**src/rtl/bmu_pkg.sv**
```systemverilog
// Shared BMU definitions: opcode constants and the per-op classification record.
package bmu_pkg;

  localparam int unsigned OP_STACK_LO = 40;
  localparam int unsigned OP_STACK_HI = 46;
  localparam int unsigned OP_PUSH     = 42;
  localparam int unsigned OP_POP      = 43;
  localparam int unsigned OP_CMP      = 50;
  localparam int unsigned OP_BR_LO    = 51;
  localparam int unsigned OP_BR_HI    = 54;
  localparam int unsigned OP_LD       = 60;
  localparam int unsigned OP_ST       = 61;
  localparam int unsigned OP_LDL      = 64;

  typedef struct packed {
    logic load;
    logic store;
    logic branch;
    logic cmp;
    logic stack;
    logic ldl;
    logic illegal;
    logic crack;
  } bmu_class_t;

endpackage

```
**src/rtl/bmu_op_queue_if.sv**
```systemverilog
// Dispatcher-side enqueue handshake and BMU-side micro-op issue handshake.
interface bmu_op_queue_if #(
  parameter int unsigned OP_W  = 7,
  parameter int unsigned TAG_W = 4
);
  logic             in_valid;
  logic             in_ready;
  logic [OP_W-1:0]  in_op;
  logic [TAG_W-1:0] in_tag;

  logic             out_valid;
  logic             out_ready;
  logic [OP_W-1:0]  out_op;
  logic [TAG_W-1:0] out_tag;
  logic             out_load;
  logic             out_store;
  logic             out_branch;
  logic             out_cmp;
  logic             out_stack;
  logic             out_ldl;
  logic             out_illegal;
  logic             out_phase;

  modport master (
    output in_valid, in_op, in_tag, out_ready,
    input  in_ready, out_valid, out_op, out_tag, out_load, out_store, out_branch, out_cmp,
           out_stack, out_ldl, out_illegal, out_phase
  );

  modport slave (
    input  in_valid, in_op, in_tag, out_ready,
    output in_ready, out_valid, out_op, out_tag, out_load, out_store, out_branch, out_cmp,
           out_stack, out_ldl, out_illegal, out_phase
  );
endinterface

```
**src/rtl/bmu_op_classify.sv**
```systemverilog
// Purely combinational opcode classifier for the BMU.
module bmu_op_classify
  import bmu_pkg::*;
#(
  parameter int unsigned OP_W = 7
) (
  input  logic [OP_W-1:0] op,
  output bmu_class_t      cls
);

  logic is_stack;

  always_comb begin
    is_stack    = (op >= OP_W'(OP_STACK_LO)) && (op <= OP_W'(OP_STACK_HI));
    cls.stack   = is_stack;
    cls.ldl     = (op == OP_W'(OP_LDL)) || is_stack;
    cls.branch  = (op >= OP_W'(OP_BR_LO)) && (op <= OP_W'(OP_BR_HI));
    cls.load    = (op == OP_W'(OP_LD)) || (op == OP_W'(OP_POP));
    cls.store   = (op == OP_W'(OP_ST)) || (op == OP_W'(OP_PUSH));
    cls.cmp     = (op == OP_W'(OP_CMP));
    cls.crack   = (op == OP_W'(OP_PUSH)) || (op == OP_W'(OP_POP));
    cls.illegal = !(cls.stack || cls.ldl || cls.branch || cls.load || cls.store || cls.cmp);
  end

endmodule

```
**src/rtl/bmu_op_queue.sv**
```systemverilog
// Op FIFO between dispatcher and BMU: classifies at enqueue, cracks push/pop into
// an ldl micro-op followed by the memory access.
module bmu_op_queue
  import bmu_pkg::*;
#(
  parameter int unsigned OP_W  = 7,
  parameter int unsigned TAG_W = 4,
  parameter int unsigned DEPTH = 4
) (
  input  logic                       clk,
  input  logic                       rst_n,
  input  logic                       flush,
  bmu_op_queue_if.slave              bus,
  output logic [$clog2(DEPTH+1)-1:0] count
);

  localparam int unsigned CNT_W = $clog2(DEPTH + 1);
  localparam int unsigned PTR_W = $clog2(DEPTH);

  localparam logic [0:0] P0 = 1'b0;
  localparam logic [0:0] P1 = 1'b1;

  logic [OP_W-1:0]  op_mem  [DEPTH];
  logic [TAG_W-1:0] tag_mem [DEPTH];
  bmu_class_t       cls_mem [DEPTH];

  logic [PTR_W-1:0] wr_ptr_q, wr_ptr_d;
  logic [PTR_W-1:0] rd_ptr_q, rd_ptr_d;
  logic [CNT_W-1:0] count_q, count_d;
  logic [0:0]       phase_q, phase_d;

  bmu_class_t in_cls;
  bmu_class_t head;
  logic       push, pop, handshake, valid;

  bmu_op_classify #(
    .OP_W(OP_W)
  ) u_classify (
    .op  (bus.in_op),
    .cls (in_cls)
  );

  assign valid        = (count_q != '0);
  assign head         = cls_mem[rd_ptr_q];
  assign bus.in_ready = (count_q < CNT_W'(DEPTH));
  assign handshake    = valid && bus.out_ready;
  // A cracked head only leaves the queue after its second micro-op.
  assign pop          = handshake && (!head.crack || (phase_q == P1));
  assign push         = bus.in_valid && bus.in_ready && !flush;
  assign count        = count_q;

  always_comb begin
    wr_ptr_d = wr_ptr_q;
    rd_ptr_d = rd_ptr_q;
    count_d  = count_q;
    phase_d  = phase_q;
    if (flush) begin
      wr_ptr_d = '0;
      rd_ptr_d = '0;
      count_d  = '0;
      phase_d  = P0;
    end else begin
      if (push) wr_ptr_d = wr_ptr_q + PTR_W'(1);
      if (pop)  rd_ptr_d = rd_ptr_q + PTR_W'(1);
      count_d = count_q + CNT_W'(push) - CNT_W'(pop);
      if (handshake && head.crack) phase_d = (phase_q == P0) ? P1 : P0;
    end
  end

  always_ff @(posedge clk or negedge rst_n) begin
    if (!rst_n) begin
      wr_ptr_q <= '0;
      rd_ptr_q <= '0;
      count_q  <= '0;
      phase_q  <= P0;
    end else begin
      wr_ptr_q <= wr_ptr_d;
      rd_ptr_q <= rd_ptr_d;
      count_q  <= count_d;
      phase_q  <= phase_d;
    end
  end

  // Storage is not reset; outputs are gated by valid instead.
  always_ff @(posedge clk) begin
    if (push) begin
      op_mem[wr_ptr_q]  <= bus.in_op;
      tag_mem[wr_ptr_q] <= bus.in_tag;
      cls_mem[wr_ptr_q] <= in_cls;
    end
  end

  always_comb begin
    bus.out_valid   = valid;
    bus.out_op      = '0;
    bus.out_tag     = '0;
    bus.out_load    = 1'b0;
    bus.out_store   = 1'b0;
    bus.out_branch  = 1'b0;
    bus.out_cmp     = 1'b0;
    bus.out_stack   = 1'b0;
    bus.out_ldl     = 1'b0;
    bus.out_illegal = 1'b0;
    bus.out_phase   = 1'b0;
    if (valid) begin
      bus.out_op  = op_mem[rd_ptr_q];
      bus.out_tag = tag_mem[rd_ptr_q];
      if (head.crack) begin
        bus.out_stack = 1'b1;
        bus.out_phase = (phase_q == P1);
        if (phase_q == P0) begin
          bus.out_ldl = 1'b1;
        end else begin
          bus.out_load  = head.load;
          bus.out_store = head.store;
        end
      end else begin
        bus.out_load    = head.load;
        bus.out_store   = head.store;
        bus.out_branch  = head.branch;
        bus.out_cmp     = head.cmp;
        bus.out_stack   = head.stack;
        bus.out_ldl     = head.ldl;
        bus.out_illegal = head.illegal;
      end
    end
  end

endmodule

```
**src/flat_wrapper.sv**
```systemverilog
// flat-port wrapper written by rule: the top's interface ports become plain ports
module bmu_op_queue_flat import bmu_pkg::*;
#(
  parameter int unsigned OP_W  = 7,
  parameter int unsigned TAG_W = 4,
  parameter int unsigned DEPTH = 4
)
  (clk, rst_n, flush, count, bus_in_valid, bus_in_op, bus_in_tag, bus_out_ready, bus_in_ready, bus_out_valid, bus_out_op, bus_out_tag, bus_out_load, bus_out_store, bus_out_branch, bus_out_cmp, bus_out_stack, bus_out_ldl, bus_out_illegal, bus_out_phase);
  bmu_op_queue_if #(.OP_W(OP_W), .TAG_W(TAG_W)) bus_i ();
  input  logic clk;
  input  logic rst_n;
  input  logic flush;
  output logic [$clog2(DEPTH+1)-1:0] count;
  input wire logic [$bits(bus_i.in_valid)-1:0] bus_in_valid;
  input wire logic [$bits(bus_i.in_op)-1:0] bus_in_op;
  input wire logic [$bits(bus_i.in_tag)-1:0] bus_in_tag;
  input wire logic [$bits(bus_i.out_ready)-1:0] bus_out_ready;
  output wire logic [$bits(bus_i.in_ready)-1:0] bus_in_ready;
  output wire logic [$bits(bus_i.out_valid)-1:0] bus_out_valid;
  output wire logic [$bits(bus_i.out_op)-1:0] bus_out_op;
  output wire logic [$bits(bus_i.out_tag)-1:0] bus_out_tag;
  output wire logic [$bits(bus_i.out_load)-1:0] bus_out_load;
  output wire logic [$bits(bus_i.out_store)-1:0] bus_out_store;
  output wire logic [$bits(bus_i.out_branch)-1:0] bus_out_branch;
  output wire logic [$bits(bus_i.out_cmp)-1:0] bus_out_cmp;
  output wire logic [$bits(bus_i.out_stack)-1:0] bus_out_stack;
  output wire logic [$bits(bus_i.out_ldl)-1:0] bus_out_ldl;
  output wire logic [$bits(bus_i.out_illegal)-1:0] bus_out_illegal;
  output wire logic [$bits(bus_i.out_phase)-1:0] bus_out_phase;
  assign bus_i.in_valid = bus_in_valid;
  assign bus_i.in_op = bus_in_op;
  assign bus_i.in_tag = bus_in_tag;
  assign bus_i.out_ready = bus_out_ready;
  assign bus_in_ready = bus_i.in_ready;
  assign bus_out_valid = bus_i.out_valid;
  assign bus_out_op = bus_i.out_op;
  assign bus_out_tag = bus_i.out_tag;
  assign bus_out_load = bus_i.out_load;
  assign bus_out_store = bus_i.out_store;
  assign bus_out_branch = bus_i.out_branch;
  assign bus_out_cmp = bus_i.out_cmp;
  assign bus_out_stack = bus_i.out_stack;
  assign bus_out_ldl = bus_i.out_ldl;
  assign bus_out_illegal = bus_i.out_illegal;
  assign bus_out_phase = bus_i.out_phase;
  bmu_op_queue #(.OP_W(OP_W), .TAG_W(TAG_W), .DEPTH(DEPTH)) u_core (.clk(clk), .rst_n(rst_n), .flush(flush), .bus(bus_i), .count(count));
endmodule
```
**config.mk**
```make
export PLATFORM = sky130hd
export DESIGN_NAME = bmu_op_queue_flat
export DESIGN_NICKNAME = d
export VERILOG_FILES = /design/src/rtl/bmu_pkg.sv /design/src/rtl/bmu_op_queue_if.sv /design/src/rtl/bmu_op_classify.sv /design/src/rtl/bmu_op_queue.sv /design/src/flat_wrapper.sv
export SDC_FILE = /design/constraint.sdc
export NUM_CORES = 1
export LEC_CHECK = 0
export BUFFER_PORTS_ARGS = -buffer_cell sky130_fd_sc_hd__buf_2
export CORE_ASPECT_RATIO = 0.7
export CORE_UTILIZATION = 52
export DETAILED_ROUTE_END_ITERATION = 12
export PLACE_DENSITY = 0.81
export SLEW_MARGIN = 20
export SYNTH_ARGS = -nofsm -noshare
export SYNTH_HDL_FRONTEND = slang
export SYNTH_SLANG_ARGS = --single-unit
```
**constraint.sdc**
```tcl
create_clock -name clk -period 2.1 [get_ports clk]
set_input_delay 0.21 -clock clk [delete_from_list [all_inputs] [get_ports clk]]
set_output_delay 0.21 -clock clk [all_outputs]
set_load 0.02 [all_outputs]
```
==> Word level (Yosys, flattened, before mapping) <==
Memories as Yosys holds them, arrays and structs flattened.
Cells that the tools add are included.
{ "totals": {"ff_bits": 8, "elab_cells": 76, "output_inout_bits": 24, "ramBits": 76, "mem_count": 3, "in_bits": 16} }
{ "memory_table": {"columns": ["name", "depth", "width", "read_ports", "rd_ports_with_merged_regs", "wr", "line_no", "source"], "rows": [
  ["u_core.cls_mem", 4, 8, 1, 0, 1, "bmu_op_queue.sv:25", "bmu_class_t cls_mem [DEPTH];"],
  ["u_core.op_mem", 4, 7, 1, 0, 1, "bmu_op_queue.sv:23", "logic [OP_W-1:0] op_mem [DEPTH];"],
  ["u_core.tag_mem", 4, 4, 1, 0, 1, "bmu_op_queue.sv:24", "logic [TAG_W-1:0] tag_mem [DEPTH];"]
]} }
{ "op_classes": {"add_sub_neg": 4, "reduce_logical": 24, "muxes": 30, "eq_ne": 6, "n_lt_le_gt_ge": 5} }
{ "ops": {"columns": ["op", "count"], "rows": [
  ["7-bit by 6-bit equality test with 1-bit output, second input constant", 5],
  ["1-bit 2-to-1 mux", 23],
  ["7-bit by 6-bit >= comparator with 1-bit output, second input constant", 2],
  ["7-bit by 6-bit <= comparator with 1-bit output, second input constant", 2],
  ["1-bit logical OR", 10],
  ["2-bit 2-to-1 mux", 4],
  ["7-bit equality test, second input constant", 1],
  ["1-bit logical AND", 7],
  ["7-bit 2-to-1 mux", 1],
  ["2-bit nonzero test", 3],
  ["2-bit by 1-bit adder with 2-bit output, second input constant", 2],
  ["4-bit 2-to-1 mux", 1],
  ["3-bit by 1-bit adder with 3-bit output", 1],
  ["1-bit logical NOT", 3],
  ["3-bit < comparator, second input constant", 1],
  ["3-bit 2-to-1 mux", 1],
  ["3-bit nonzero test", 1],
  ["3-bit by 1-bit subtractor with 3-bit output", 1]
]} }

==> Logic depth before layout (Yosys ltp) <==
Gate-level depths: netlist of run 1.
{ "depth": {"word_depth": 9, "ltp_mapped": 9, "ltp_nobuf": 9} }

==> By module <==
From an unflattened synthesis of run 1, not the netlist that was laid out.
{ "hier_totals": {"hier_cells": 217, "area_unflattened_um2": 3673.5} }
{ "by_module_without_submodules": {"columns": ["mod", "instances", "cells_each", "area_per_inst_um2", "seq_area_each_um2"], "rows": [
  ["bmu_op_queue", 1, 186, 3463.3, 2482.4],
  ["bmu_op_classify", 1, 31, 210.2, 0.0]
]} }

==> Worst setup path after synthesis of run 1 <==
No wires, ideal clock.
{ "synth_timing": {"kind": "reg2reg", "startpoint": "reg u_core.rd_ptr_q[0]", "endpoint": "reg u_core.count_q[2], in the netlist u_core.count[2]", "period_less_slack_ns": 2.257, "path_buffers": 0, "setup_time_ns": 0.130, "arrival_ns": 2.127, "slack_ns": -0.157, "required_time_ns": 1.970, "stages_incl_launch_ff": 10, "path_cell_list": "dfrtp_1 -> mux4_2 -> a21oi_2 -> ha_1 -> inv_1 -> ha_1 -> inv_1 -> fa_1 -> xnor2_1 -> nor2_1"} }
{ "synth_via": {"elab_chain_cells": 6} }
{ "synth_lines": {"columns": ["item", "line_no", "source"], "rows": [
  ["start: declaration", "bmu_op_queue.sv:28", "logic [PTR_W-1:0] rd_ptr_q, rd_ptr_d;"],
  ["start signal: assignment", "bmu_op_queue.sv:78", "rd_ptr_q <= rd_ptr_d;"],
  ["memory read 4 x 8 bit", null, null],
  ["1-bit logical NOT", "bmu_op_queue.sv:48", "assign pop = handshake && (!head.crack || (phase_q == P1));"],
  ["1-bit logical OR", "bmu_op_queue.sv:48", null],
  ["1-bit logical AND", "bmu_op_queue.sv:48", null],
  ["3-bit by 1-bit subtractor with 3-bit output", "bmu_op_queue.sv:65", "count_d = count_q + CNT_W'(push) - CNT_W'(pop);"],
  ["3-bit 2-to-1 mux", "bmu_op_queue.sv:57", "if (flush) begin"],
  ["via u_core.count_d[2]", "bmu_op_queue.sv:29", "logic [CNT_W-1:0] count_q, count_d;"],
  ["end signal: assignment", "bmu_op_queue.sv:79", "count_q <= count_d;"],
  ["end: declaration", "bmu_op_queue.sv:29", null]
]} }
The timed path passes the listed nets, and every way through them passes these cells.
A chain may end at the register's enable or synchronous reset.

==> Final worst setup path of run 1 <==
{ "layout_timing": {"startpoint": "reg u_core.rd_ptr_q[0]", "endpoint": "reg u_core.count_q[1], in the netlist u_core.count[1]"} }
The elaborated chain is that of the path after synthesis.

==> flow_metrics.tcl, run 1 <==
set metrics [dict create \
    coreArea_sq_um 6430 \
    nNetsFinal 290 \
    path_clk_slew_ns 0.08 \
    gp_congestion 0.803 \
    antennaDiodeCount 0 \
    reg2reg_depth 8 \
    finalHoldViolations 0 \
    synth_cells 205 \
    grt_pass1_wl_mm 10.1 \
    crit_type "flop to flop" \
    outcome "finished, violations left" \
    timing.rr.end "u_core.count[1]$_DFF_PN0_" \
    rows 24 \
    cts_sinks 84 \
    cp-start-kind "flop" \
    initial_utilization 0.554 \
    first_pass_iters 4 \
    clkLatencyLatePin_ns 0.34 \
    fillers 444 \
    area_delta_synth_final_pct 22.6 \
    leakage_uw 0.00159 \
    critPathLaunch "u_core.rd_ptr_q[0]$_DFFE_PN0P_" \
    yosysMostFrequentCell "edfxtp_1" \
    finalCritPeriodShare 1.08 \
    reg2reg_slack_ns -0.16 \
    wl_met1_mm 3.08 \
    routed_wl_mm 6.53 \
    yosysWarnings 0 \
    grt_max_degree 20 \
    grt_pass1_vias 1914 \
    finalCriticalPeriod_ns 2.26 \
    worst_setup_path_end_kind "flop" \
    ios 40 \
    drv_cap 0 \
    routed.top_layer "met4" \
    dp_hpwl_mm 4.04 \
    utilization 0.679 \
    yosysUniqueCellTypes 35 \
    netlist_top_cells_count "edfxtp_1, mux4_2, and2_1, nor2_1, inv_1" \
    tightest_slew_ns 0.623 \
    maxSlewViolCount 0 \
    grt.total_usage 0.201 \
    ys_seq_elements 84 \
    rsz0062_at_grt "true" \
    rr_startpoint "u_core.rd_ptr_q[0]$_DFFE_PN0P_" \
    via_count 1943 \
    vdd_drop_max_uv 545 \
    crit_path_end "u_core.count[1]$_DFF_PN0_" \
    die_w_um 101 \
    antenna_left 0 \
    wl_per_cell_um 18.0 \
    violations "setup timing" \
    synth_top_area_frac 0.641 \
    clock_path_buffers 2 \
    cts_tree "yes" \
    grt_overflow 0 \
    drc 0 \
    fmax_mhz 442 \
    port_buffers 39 \
    synth_edf_count 76 \
    cts_made_buffers 9 \
    finClkSkew_ns 0.00892 \
    slew_headroom 0.582 \
    viasPerCell 5.35 \
    ff_latch_area_sq_um 2480 \
    wl_met2_mm 3.00 \
    min_path_type "input port to flop" \
    fin_tns_setup_ns -0.883 \
    cts_root_buffer "clkbuf_8" \
    multi_input_area_sq_um 1020 \
    synthTopCellsByArea "edfxtp_1, mux4_2, dfrtp_1, and2_1, ha_1" \
    htreeDepth 3 \
    drt_iter0_drc 97 \
    setup_ws_ns -0.162 \
    critical_path_arrival_ns 2.49 \
    layout-drive-gt1-share 0.375 \
    async_flop_share 0.0952 \
    synth_top_area_cell "edfxtp_1" \
    p_per_area_nw_per_um2 1160 \
    worstPathRequired_ns 2.33 \
    syn_area_per_cell_sq_um 17.4 \
    ys_seq_area_frac 0.698 \
    wl_met3_um 352 \
    fp.dieH_um 71.2 \
    ys.flop_type "edfxtp_1" \
    dieArea_sq_um 7180 \
    setup_viol 8 \
    crit_fanout 2 \
    syn-cell-area_sq_um 3560 \
    syn-num-nets 228 \
    antenna_found_initial 0 \
]
[how the worst min path moves through the flow]
| stage | from | end | slack (ns) | cells past startpoint |
|---|---|---|---|---|
| floorplan | rst_n | u_core.count[0]$_DFF_PN0_ | -0.09 | 0 |
| global placement | rst_n | u_core.phase_q$_DFFE_PN0P_ | 0.07 | 1 |
| detailed placement | rst_n | u_core.phase_q$_DFFE_PN0P_ | 0.07 | 1 |
| CTS | bus_in_tag[1] | u_core.tag_mem[2][1]$_DFFE_PP_ | 0.08 | 1 |
| global route | bus_in_tag[1] | u_core.tag_mem[2][1]$_DFFE_PP_ | 0.07 | 1 |
| finish | bus_in_tag[1] | u_core.tag_mem[2][1]$_DFFE_PP_ | 0.09 | 1 |
[per-stage QoR]
stage	setup WS, ns	std cells	hold WS [ns]	power (uW)	cell area [sq um]
after CTS	-0.115	363	0.0759	5040	4340
final	-0.162	363	0.0943	5040	4360
after floorplan	-0.123	205	-0.0856	3040	3560
after global routing	-0.213	363	0.0682	5270	4360
after detailed placement	-0.110	343	0.0718	3580	4010
after global placement	-0.0632	343	0.0686	3540	4010
[cell families after synthesis]
group           share of synthesized area
compound gates                     0.0264
buf+inv                            0.0225
mux                                 0.129
simple gates                       0.0830
fa+ha+maj                          0.0267
xor+xnor                           0.0148
flops                               0.698
[area by class of cell]
cell class / instances / share of cell area
inverter: 11 / 0.0100
multi-input combinational: 101 / 0.234
clock buffer: 10 / 0.0293
clock inverter: 6 / 0.0235
timing repair buffer: 60 / 0.108
tap: 91 / 0.0261
sequential: 84 / 0.569
[layout by cell type (no fill, tap or decap), types with 5 or more instances in the layout]
cell type  netlist  final
edfxtp_1        76     76
dfrtp_1          8      8
and2_1          16     16
buf_4            0     16
mux4_2          19     19
ha_1             6      6
clkbuf_8         0      9
nor2_1          15     15
buf_2            4     36
buf_12           0      5
inv_1           11      9
[metal layers]
metal / GRT usage / up-vias
met2: 0.304 / 55
met1: 0.287 / 968
li1: - / 910
met5: 0 / -
met3: 0.0517 / 10
met4: 0.0725 / 0
[critical path, stage by stage, from the launching register on]
cell and delay (ns):
dfrtp_1 0.38, mux4_2 0.53, a21oi_2 0.18, ha_1 0.26
inv_1 0.07, ha_1 0.15, inv_2 0.04, fa_2 0.50
nor2_1 0.04
[registers in the layout, indices dropped and copies added (netlist names)]
name             cells
u_core.tag_mem      16
u_core.phase_q       1
u_core.op_mem       28
u_core.rd_ptr_q      2
u_core.wr_ptr_q      2
u_core.count         3
u_core.cls_mem      32
[power breakdown]
part	total, uW	switching, uW	leakage, uW	internal, uW
clock network	1300	518	0.000115	781
logic	1740	930	0.000680	815
registers	2000	49.0	0.000797	1950
total	5040	1500	0.00159	3550
[repair_timing]
action                     in CTS  in global routing
hold endpoints to repair        8                  0
buffers inserted                1                  0
hold buffers                    1                  0
resized for setup               7                  7
setup endpoints to repair      20                 20
gates cloned                    2                  0
Power figures use the tool's default switching activity.
==> inputs of run 2 (changes only) <==
SETUP_SLACK_MARGIN = 0.2   (was not set)
==> run 2 against run 1 <==
The run still ends with setup timing left. Register-to-register slack improved by 0.04 ns. Die area is the same. Sequential share of layout area fell by 0.73 points. Clock skew is 0.0023 ns lower. Final area up 1.3%. Hold slack got worse by 0.0064 ns. Wire length up 6.1%. Sequential power barely moved. Global-route usage rose by 1.2 points. Non-clock buffer count grew 1. Combinational power up 7%. Critical path type unchanged. Critical endpoint unchanged. Largest cell class unchanged.
==> flow_metrics.tcl, run 2 (same netlist as run 1, synthesis figures left out) <==
set metrics [dict create \
    antennaDiodeCount 0 \
    grt_pass1_vias 2017 \
    rr_startpoint "u_core.rd_ptr_q[0]$_DFFE_PN0P_" \
    clock_path_buffers 2 \
    p_total_uw 5100 \
    gp_congestion 0.745 \
    crit_type "flop to flop" \
    tightest_slew_ns 0.503 \
    design_area_sq_um 4420 \
    finalHoldViolations 0 \
    htreeDepth 3 \
    viasPerCell 5.40 \
    routed_wl_mm 6.93 \
    path_common_cell "inv_2" \
    cts_tree "yes" \
    antenna_left 0 \
    finalCriticalPeriod_ns 2.22 \
    drt_iter0_drc 132 \
    placed_cell_area_sq_um 4000 \
    fmax_mhz 451 \
    crit_fanout 2 \
    dp_hpwl_mm 4.05 \
    worstHoldEndpoint "u_core.tag_mem[0][0]$_DFFE_PP_" \
    cts_made_buffers 9 \
    final_common_cell "edfxtp_1" \
    fp.dieH_um 71.2 \
    rows 24 \
    first_pass_iters 4 \
    crit_chain "mux4_2 -> a21oi_2 -> ha_1 -> inv_2 -> ha_4 -> inv_2 -> fa_2 -> nor2_1" \
    coreArea_sq_um 6430 \
    drc 0 \
    path_clk_slew_ns 0.08 \
    finalCritPeriodShare 1.06 \
    reg2reg_slack_ns -0.12 \
    reg2reg_depth 8 \
    worstPathRequired_ns 2.33 \
    grt.total_usage 0.213 \
    cts_sinks 84 \
    largest_reg_flops 32 \
    cp-start-kind "flop" \
    critPathMaxStageDelay_ns 0.54 \
    setup_ws_ns -0.119 \
    finClkSkew_ns 0.00663 \
    utilization 0.688 \
    worst_setup_path_end_kind "flop" \
    die_w_um 101 \
    dieArea_sq_um 7180 \
    initial_utilization 0.554 \
    grt_pass1_wl_mm 10.7 \
    antenna_found_initial 0 \
    crit_family "adder cells" \
    min_path_type "input port to flop" \
    nNetsFinal 291 \
    setup_viol 9 \
    area_delta_synth_final_pct 24.2 \
    rsz0062_at_grt "true" \
    critPathSlowestCell "mux4_2" \
    wl_per_cell_um 19.0 \
    drv_cap 0 \
    layout-drive-gt1-share 0.421 \
    vdd_drop_max_uv 659 \
    grt_overflow 0 \
    via_count 1965 \
    outcome "finished, violations left" \
    maxSlewViolCount 0 \
    whs_path_depth 1 \
    slew_headroom 0.662 \
    grt_max_degree 20 \
    top_regs "u_core.cls_mem: 32 flops, u_core.op_mem: 28 flops, u_core.tag_mem: 16 flops" \
    path_buf_inv 2 \
    regMostFlops "u_core.cls_mem" \
    p_per_area_nw_per_um2 1150 \
    timing.rr.end "u_core.count[1]$_DFF_PN0_" \
    fin_tns_setup_ns -0.698 \
    leakage_uw 0.00160 \
    critical_path_arrival_ns 2.45 \
    clkLatencyLatePin_ns 0.34 \
    ios 40 \
    final_cell_mix "edfxtp_1, buf_2, mux4_2, buf_4, nor2_1" \
    cts_root_buffer "clkbuf_8" \
    violations "setup timing" \
    worstHoldStart "bus_in_tag[0]" \
    port_buffers 39 \
]
## run 2: per-layer routing
| layer | routed length, um | global-route usage | vias up |
|---|---|---|---|
| met1 | 3170 | 0.299 | 977 |
| met2 | 3250 | 0.331 | 69 |
| li1 | - | - | 912 |
| met5 | 0 | 0 | - |
| met3 | 443 | 0.0556 | 7 |
| met4 | 60 | 0.0692 | 0 |
## run 2: worst register-to-register path, cell delays in order, from the launching register on
cell     delay (ns)
dfrtp_1        0.37
mux4_2         0.54
a21oi_2        0.17
ha_1           0.25
inv_2          0.07
ha_4           0.13
inv_2          0.03
fa_2           0.50
nor2_1         0.04
## run 2: cell type report
class                      count  area (sq um)
sequential                    84          2480
fill                         420          2010
inverter                      11          45.0
clock buffer                  12           145
clock inverter                 4          72.6
timing repair buffer          61           500
tap                           91           114
multi-input combinational    101          1060
## run 2: how the worst max path moves through the flow
stage,from,to,slack (ns),depth (start not counted)
finish,u_core.rd_ptr_q[0]$_DFFE_PN0P_,u_core.count[1]$_DFF_PN0_,-0.12,8
global route,u_core.rd_ptr_q[0]$_DFFE_PN0P_,bus_out_stack,-0.21,6
CTS,u_core.rd_ptr_q[0]$_DFFE_PN0P_,bus_out_tag[2],-0.11,5
detailed placement,u_core.rd_ptr_q[0]$_DFFE_PN0P_,u_core.count[2]$_DFF_PN0_,-0.09,9
global placement,u_core.rd_ptr_q[0]$_DFFE_PN0P_,u_core.count[1]$_DFF_PN0_,-0.06,8
floorplan,u_core.rd_ptr_q[0]$_DFFE_PN0P_,u_core.count[1]$_DFF_PN0_,-0.12,8
## run 2: power by group
part | switching [uW] | internal, uW | total (uW)
Combinational | 986 | 873 | 1860
Sequential | 54.0 | 1950 | 2000
Clock | 531 | 701 | 1230
## run 2: stage by stage
| step | setup slack [ns] | hold slack (ns) | std cells |
|---|---|---|---|
| 2_1_floorplan | -0.123 | -0.0856 | 205 |
| 3_5_place_dp | -0.0885 | 0.0723 | 341 |
| 6_report | -0.119 | 0.0879 | 364 |
| 3_3_place_gp | -0.0598 | 0.0689 | 341 |
| 4_1_cts | -0.115 | 0.0702 | 364 |
| 5_1_grt | -0.209 | 0.0749 | 364 |
## run 2: repair_timing
action / in CTS / in global routing
buffers inserted: 4 / 0
pin swaps: 0 / 1
gates cloned: 2 / 0
hold buffers: 1 / 0
setup endpoints to repair: 22 / 22
gates resized for setup: 17 / 12
hold endpoints to repair: 8 / 0
